## config.mk

```make
export PLATFORM = sky130hd
export DESIGN_NAME = dmem_lsu_ctrl
export DESIGN_NICKNAME = d
export VERILOG_FILES = /design/src/rtl/dmem_lsu_ctrl.sv
export SDC_FILE = /design/constraint.sdc
export NUM_CORES = 1
export LEC_CHECK = 0
export ABC_AREA = 1
export CAP_MARGIN = 20
export CORE_ASPECT_RATIO = 1.2
export CORE_UTILIZATION = 63
export DETAILED_ROUTE_END_ITERATION = 16
export DONT_BUFFER_PORTS = 1
export GPL_ROUTABILITY_DRIVEN = 0
export PLACE_DENSITY_LB_ADDON = 0.12
export SLEW_MARGIN = 20
export SYNTH_ARGS = -nofsm -noshare
export SYNTH_HDL_FRONTEND = slang
export SYNTH_SLANG_ARGS = --single-unit
```

## constraint.sdc

```tcl
create_clock -name clk -period 6.2 [get_ports clk]
set_clock_uncertainty 0.05 [all_clocks]
set_input_delay 1.86 -clock clk [delete_from_list [all_inputs] [get_ports clk]]
set_output_delay 1.86 -clock clk [all_outputs]
set_load 0.02 [all_outputs]
```

## src/rtl/dmem_lsu_ctrl.sv

```systemverilog
// Load/store controller: checks alignment, lane-aligns store data, runs one
// handshaked bus access per core request and returns extended load data.
module dmem_lsu_ctrl #(
    parameter int XLEN    = 32,
    parameter int TIMEOUT = 16,
    parameter int TO_W    = 5
) (
    input  logic            clk,
    input  logic            reset,
    input  logic            core_req,
    input  logic            core_we,
    input  logic [XLEN-1:0] core_addr,
    input  logic [1:0]      core_swhb,
    input  logic            core_lunsig,
    input  logic [XLEN-1:0] core_wdata,
    input  logic [3:0]      amp,
    output logic [XLEN-1:0] core_rdata,
    output logic            core_done,
    output logic            core_err,
    output logic            stall,
    output logic            bus_req,
    output logic            bus_we,
    output logic [XLEN-1:0] bus_addr,
    output logic [3:0]      bus_be,
    output logic [XLEN-1:0] bus_wdata,
    input  logic            bus_ack,
    input  logic [XLEN-1:0] bus_rdata
);

    typedef enum logic [1:0] {IDLE, REQ, RESP, ERR} state_t;

    state_t            state_q, state_d;
    logic [TO_W-1:0]   cnt_q, cnt_d;
    logic              bus_req_q, bus_req_d;
    logic              bus_we_q, bus_we_d;
    logic [XLEN-1:0]   bus_addr_q, bus_addr_d;
    logic [3:0]        bus_be_q, bus_be_d;
    logic [XLEN-1:0]   bus_wdata_q, bus_wdata_d;
    logic              core_done_q, core_done_d;
    logic              core_err_q, core_err_d;
    logic [XLEN-1:0]   core_rdata_q, core_rdata_d;
    logic [1:0]        swhb_q, swhb_d;
    logic              lunsig_q, lunsig_d;
    logic [1:0]        lane_q, lane_d;

    logic              misaligned;
    logic [XLEN-1:0]   st_aligned;
    logic [7:0]        rd_byte [4];
    logic [7:0]        ld_byte;
    logic [15:0]       ld_half;
    logic [XLEN-1:0]   ld_ext;

    for (genvar gi = 0; gi < 4; gi++) begin : g_lane
        assign rd_byte[gi] = bus_rdata[8*gi +: 8];
    end

    // Byte accesses are always aligned; swhb=00 is never legal.
    always_comb begin
        misaligned = (core_swhb == 2'b00) ||
                     (core_swhb == 2'b01 && core_addr[1:0] != 2'b00) ||
                     (core_swhb == 2'b10 && core_addr[0]);
        case (core_swhb)
            2'b11:   st_aligned = {(XLEN/8){core_wdata[7:0]}};
            2'b10:   st_aligned = {(XLEN/16){core_wdata[15:0]}};
            default: st_aligned = core_wdata;
        endcase
    end

    always_comb begin
        ld_byte = rd_byte[lane_q];
        ld_half = lane_q[1] ? bus_rdata[31:16] : bus_rdata[15:0];
        case (swhb_q)
            2'b11:   ld_ext = {{(XLEN-8){ld_byte[7] & ~lunsig_q}}, ld_byte};
            2'b10:   ld_ext = {{(XLEN-16){ld_half[15] & ~lunsig_q}}, ld_half};
            default: ld_ext = bus_rdata;
        endcase
    end

    always_comb begin
        state_d      = state_q;
        cnt_d        = cnt_q;
        bus_req_d    = bus_req_q;
        bus_we_d     = bus_we_q;
        bus_addr_d   = bus_addr_q;
        bus_be_d     = bus_be_q;
        bus_wdata_d  = bus_wdata_q;
        swhb_d       = swhb_q;
        lunsig_d     = lunsig_q;
        lane_d       = lane_q;
        core_done_d  = 1'b0;
        core_err_d   = 1'b0;
        core_rdata_d = '0;
        case (state_q)
            IDLE: begin
                if (core_req) begin
                    if (misaligned) begin
                        state_d     = ERR;
                        core_done_d = 1'b1;
                        core_err_d  = 1'b1;
                    end else begin
                        state_d     = REQ;
                        cnt_d       = '0;
                        bus_req_d   = 1'b1;
                        bus_we_d    = core_we;
                        bus_addr_d  = {core_addr[XLEN-1:2], 2'b00};
                        bus_be_d    = amp;
                        bus_wdata_d = st_aligned;
                        swhb_d      = core_swhb;
                        lunsig_d    = core_lunsig;
                        lane_d      = core_addr[1:0];
                    end
                end
            end
            REQ: begin
                // An ack in the final allowed cycle still wins over the timeout.
                if (bus_ack) begin
                    state_d      = RESP;
                    bus_req_d    = 1'b0;
                    core_done_d  = 1'b1;
                    core_rdata_d = bus_we_q ? '0 : ld_ext;
                end else if (cnt_q == TO_W'(TIMEOUT - 1)) begin
                    state_d     = ERR;
                    bus_req_d   = 1'b0;
                    core_done_d = 1'b1;
                    core_err_d  = 1'b1;
                end else begin
                    cnt_d = cnt_q + TO_W'(1);
                end
            end
            default: state_d = IDLE;
        endcase
    end

    always_ff @(posedge clk or posedge reset) begin
        if (reset) begin
            state_q      <= IDLE;
            cnt_q        <= '0;
            bus_req_q    <= 1'b0;
            bus_we_q     <= 1'b0;
            bus_addr_q   <= '0;
            bus_be_q     <= '0;
            bus_wdata_q  <= '0;
            swhb_q       <= '0;
            lunsig_q     <= 1'b0;
            lane_q       <= '0;
            core_done_q  <= 1'b0;
            core_err_q   <= 1'b0;
            core_rdata_q <= '0;
        end else begin
            state_q      <= state_d;
            cnt_q        <= cnt_d;
            bus_req_q    <= bus_req_d;
            bus_we_q     <= bus_we_d;
            bus_addr_q   <= bus_addr_d;
            bus_be_q     <= bus_be_d;
            bus_wdata_q  <= bus_wdata_d;
            swhb_q       <= swhb_d;
            lunsig_q     <= lunsig_d;
            lane_q       <= lane_d;
            core_done_q  <= core_done_d;
            core_err_q   <= core_err_d;
            core_rdata_q <= core_rdata_d;
        end
    end

    assign core_rdata = core_rdata_q;
    assign core_done  = core_done_q;
    assign core_err   = core_err_q;
    assign stall      = core_req & ~core_done_q;
    assign bus_req    = bus_req_q;
    assign bus_we     = bus_we_q;
    assign bus_addr   = bus_addr_q;
    assign bus_be     = bus_be_q;
    assign bus_wdata  = bus_wdata_q;

endmodule
```

* Word-level counts from Yosys, hierarchy flattened
Index checks and enable logic that the tools add are counted.
** Word-level totals
- Output and inout bits :: 105
- Logic and storage cells :: 77
- Register bits after elaboration :: 114
- Input bits :: 108
** Cells by class
- Muxes and demuxes :: 31
- Equality and inequality tests :: 12
- Add/sub/neg operators :: 1
- Bitwise operators :: 7
- Magnitude comparators :: 1
- Reductions and logical operators :: 12
** Operators by type and width (count)
- $pmux 32 s2 :: 2
- $mux 32 :: 3
- $mux 5 :: 4
- $bmux 8 s2 :: 1
- $mux 16 :: 1
- $mux 8 :: 2
- $pmux 5 s2 :: 1
- $mux 1 :: 9
- $eq 2x2->1 const B :: 4
- $mux 2 :: 4
- $ne 2x2->1 const B :: 4
- $pmux 1 s2 :: 3
- $add 5x1->5 const B :: 1
- $eq 5x4->1 const B :: 1
- $reduce_and 5->1 :: 1
- $eq 2x1->1 const B :: 2
- $logic_not 2->1 :: 2
- $pmux 2 s2 :: 1
- $reduce_and 4->1 :: 1
- $reduce_bool 2->1 :: 2
- $and 1x1->1 :: 3
- $ge 3x3->1 const B :: 1
- $ne 3x3->1 const B :: 1
- $not 1->1 :: 3
- other kinds (5) :: 7

* Logic depth before layout (Yosys ltp)
- Depth after elaboration :: 9
- Mapped depth :: 11
- Mapped depth without buffers :: 11

* Worst setup path after synthesis
OpenSTA, ideal clock, no wires.
- Path kind :: input to output
- Start point :: in core_req
- End point :: out stall
- Buffers on the path :: 0
- Arrival :: 2.188 ns
- Required time :: 4.290 ns
- Stages :: 2
- Setup slack :: 2.102 ns
- Cells stage by stage :: inv_1 nor2_1
** Between the ends
- Word-level cells in the longest chain between the ends :: 1
** RTL lines
- start, declared :: line 10 : input logic core_req,
- $and 1x1->1 :: line 169 : assign stall = core_req & ~core_done_q;
- end, declared :: line 20 : output logic stall,
No other way between the ends.

* Worst setup path after layout
Same ends and word-level chain as after synthesis.

==> impl_metrics.json <==
{
  "critPathMaxStageDelay_ps": 300,
  "crit_chain": "inv_1 > nor2_1",
  "ctsResizeCount": 0,
  "antenna_found_initial": 0,
  "yosys.area.top_type": "dfrtp_1",
  "synth.area.top_cells": "dfrtp_1 (54%), nand2_1 (12%), inv_1 (6.6%)",
  "synth_top_area_frac": 0.5434,
  "cp.required_ps": 4290,
  "grt_pass1_wl_um": 17660,
  "rsz0062_at_grt": "false",
  "coreArea_um2": 8108,
  "syn_avg_cell_area_um2": 8.441,
  "drc": 0,
  "hold_start": "cnt_q[0]",
  "min_period_ps": 4121,
  "min_period_over_period": 0.6646,
  "final_cells": 724,
  "hold_viol": 0,
  "avgRoutedWirePerCell_um": 15.76,
  "ir_worst_vdd_v": 0.0003287,
  "finalMaxSlewViolations": 0,
  "crit_family": "simple AND/OR/NAND/NOR gates",
  "grt_use_total": 0.2719,
  "drv_cap": 0,
  "grt_overflow_total": 0,
  "clock_path_buffers": 2,
  "r2r_end": "core_rdata[0]",
  "ios": 213,
  "die_h_um": 102,
  "p_leak_uw": 0.003189,
  "vias": 3963,
  "via_per_inst": 5.474,
  "cpMaxStageDelayCell": "nor2_1",
  "wl_met2_um": 5652,
  "clockRootBuffer": "clkbuf_8",
  "synth_warnings": 0,
  "ant_nets": 0,
  "ctsHoldBuffers": 0,
  "tightest_slew_ps": 929.7,
  "clock_sinks": 114,
  "placed_cells": 692,
  "cp-start-kind": "input port",
  "p_per_area_nw_per_um2": 564.6,
  "cts_tree": "built",
  "grt_pass1_vias": 3668,
  "totalPowerFinal_uw": 3302,
  "numCtsBuffers": 17,
  "die_w_um": 85.34,
  "outcome": "completed",
  "start_util": 0.6475,
  "hpwlAfterDp_um": 8126,
  "setup_violations": 0,
  "synth-seq-cells": 114,
  "end_kind": "output pin",
  "synth-seq-area-share": 0.5434,
  "clk_pin_slew_ps": 50,
  "hold_depth": 1,
  "netlist_area_um2": 5250,
  "fmax_mhz": 242.7,
  "io_buffers": 0,
  "final_nets": 726,
  "area_growth_pct": 11.39,
  "antenna_cells": 0,
  "worstPathArrival_ps": 2210,
  "rr_startpoint": "swhb_q[1]",
  "slew_headroom": 0.3802,
  "wirelength_um": 11410,
  "path_class": "in2out",
  "postCtsSetupBuffers": 0,
  "critPathMaxFanout": 4,
  "hold_ws_ps": 480.0,
  "fin_setup_tns_ps": 0,
  "cts_htree_levels": 4,
  "synth_cells": 622,
  "drive_above_1_share": 0.1033,
  "reg2reg_slack_ps": 3900,
  "met3_length_um": 1170,
  "highest_layer": "met4",
  "grt_max_degree": 105,
  "wl_met1_um": 4212,
  "path_buf_inv": 1,
  "worstHoldEndpoint": "cnt_q[0]",
  "synthDistinctLibCells": 32,
  "rr_worst_depth": 6,
  "clock_latency_ps": 520,
  "drt-initial-drc-count": 227,
  "die_area_um2": 8704,
  "num_rows": 36,
  "hold_class": "reg2reg",
  "dr.pass1.iters": 5
}
==> synthesized netlist by cell type <==
cell,count
nand2_1,161
dfrtp_1,114
inv_1,93
nor2_1,54
o21ai_0,52
o21ai_1,29
a21oi_1,25
clkbuf_1,12
o21ai_2,12
nand3_1,10
buf_6,9
mux2i_1,8
o211ai_1,7
or2_2,7
buf_4,4
a21oi_2,3
inv_2,3
nand2_2,3
buf_2,2
ha_1,2
buf_1,1
conb_1,1
inv_6,1
nand2_4,1
nand3_2,1
nand3b_1,1
nand3b_2,1
nand4_4,1
nor2_4,1
o22ai_1,1
o31ai_1,1
xor2_1,1
==> layer usage <==
layer / global-route usage / vias up
met3: 0.1252 / 36
met4: 0.1346 / 0
met5: 0 / -
met2: 0.4442 / 199
met1: 0.3036 / 1805
li1: - / 1923
==> cell type report <==
cell class,count,area (um^2)
Clock inverter,10,205.2
Sequential cell,114,2853
Clock buffer,22,442.9
Inverter,97,371.6
Fill cell,613,2260
Tap cell,95,118.9
Multi-Input combinational cell,384,1842
Timing Repair Buffer,2,15.01
==> worst reg2reg max path, stage by stage, from the launching register on <==
cell and delay (ps):
dfrtp_1 940, inv_2 340, a21oi_1 530, nand2_1 110, o211ai_1 120, nand2_1 80, inv_1 60
==> metrics by stage <==
| step | setup WS (ps) | area [um^2] | utilization |
|---|---|---|---|
| 3_3_place_gp | 2072 | 5200 | 0.6414 |
| 2_1_floorplan | 1274 | 5254 | - |
| 5_1_grt | 2052 | 5848 | 0.7213 |
| 3_5_place_dp | 2076 | 5200 | 0.6414 |
| 6_report | 2079 | 5848 | 0.7213 |
| 4_1_cts | 2076 | 5848 | 0.7213 |
==> kinds of logic (layout without fill, tap and decap cells) <==
kind of cell               Yosys count  count (layout)  synth area share
other                                1               2         0.0007143
DFF                                114             114            0.5434
AOI/OAI and AO/OA                  130             130            0.1387
xor gates and xnor gates             1               1          0.001669
muxes                                8               8           0.01525
buffers and inverters              125             131            0.1065
and+or+nand+nor                    241             241            0.1890
adders and majority gates            2               2          0.004766
==> registers in the layout, indices dropped and copies added (netlist names), 2 cells and up <==
name	count
bus_addr	30
bus_be	4
bus_wdata	32
cnt_q	5
core_rdata	32
lane_q	2
state_q	2
swhb_q	2
==> cell usage in the layout (no fill, tap or decap), drive strengths merged <==
cell type	instances
nand2	165
dfrtp	114
inv	97
o21ai	93
nor2	55
a21oi	28
clkbuf	22
nand3	11
mux2i	8
or2	7
o211ai	7
bufinv	6
ha	2
conb	2
clkinv	2
clkinvlp	2
buf	2
nand3b	2
nand4	1
o22ai	1
o31ai	1
xor2	1
==> report_power, final <==
group	internal [uW]	switching [uW]	total, uW
sequential	1030	584	1610
combinational	242	384	626
clock	742	321	1060
==> worst max-delay path by stage <==
| stage | from | to | slack [ps] | cells after the start |
|---|---|---|---|---|
| floorplan | reset | bus_addr[10] | 1270 | 1 |
| global placement | core_req | stall | 2070 | 2 |
| detailed placement | core_req | stall | 2080 | 2 |
| CTS | core_req | stall | 2080 | 2 |
| global route | core_req | stall | 2050 | 2 |
| finish | core_req | stall | 2080 | 2 |
Note: power is estimated with default switching activity, not from simulation.
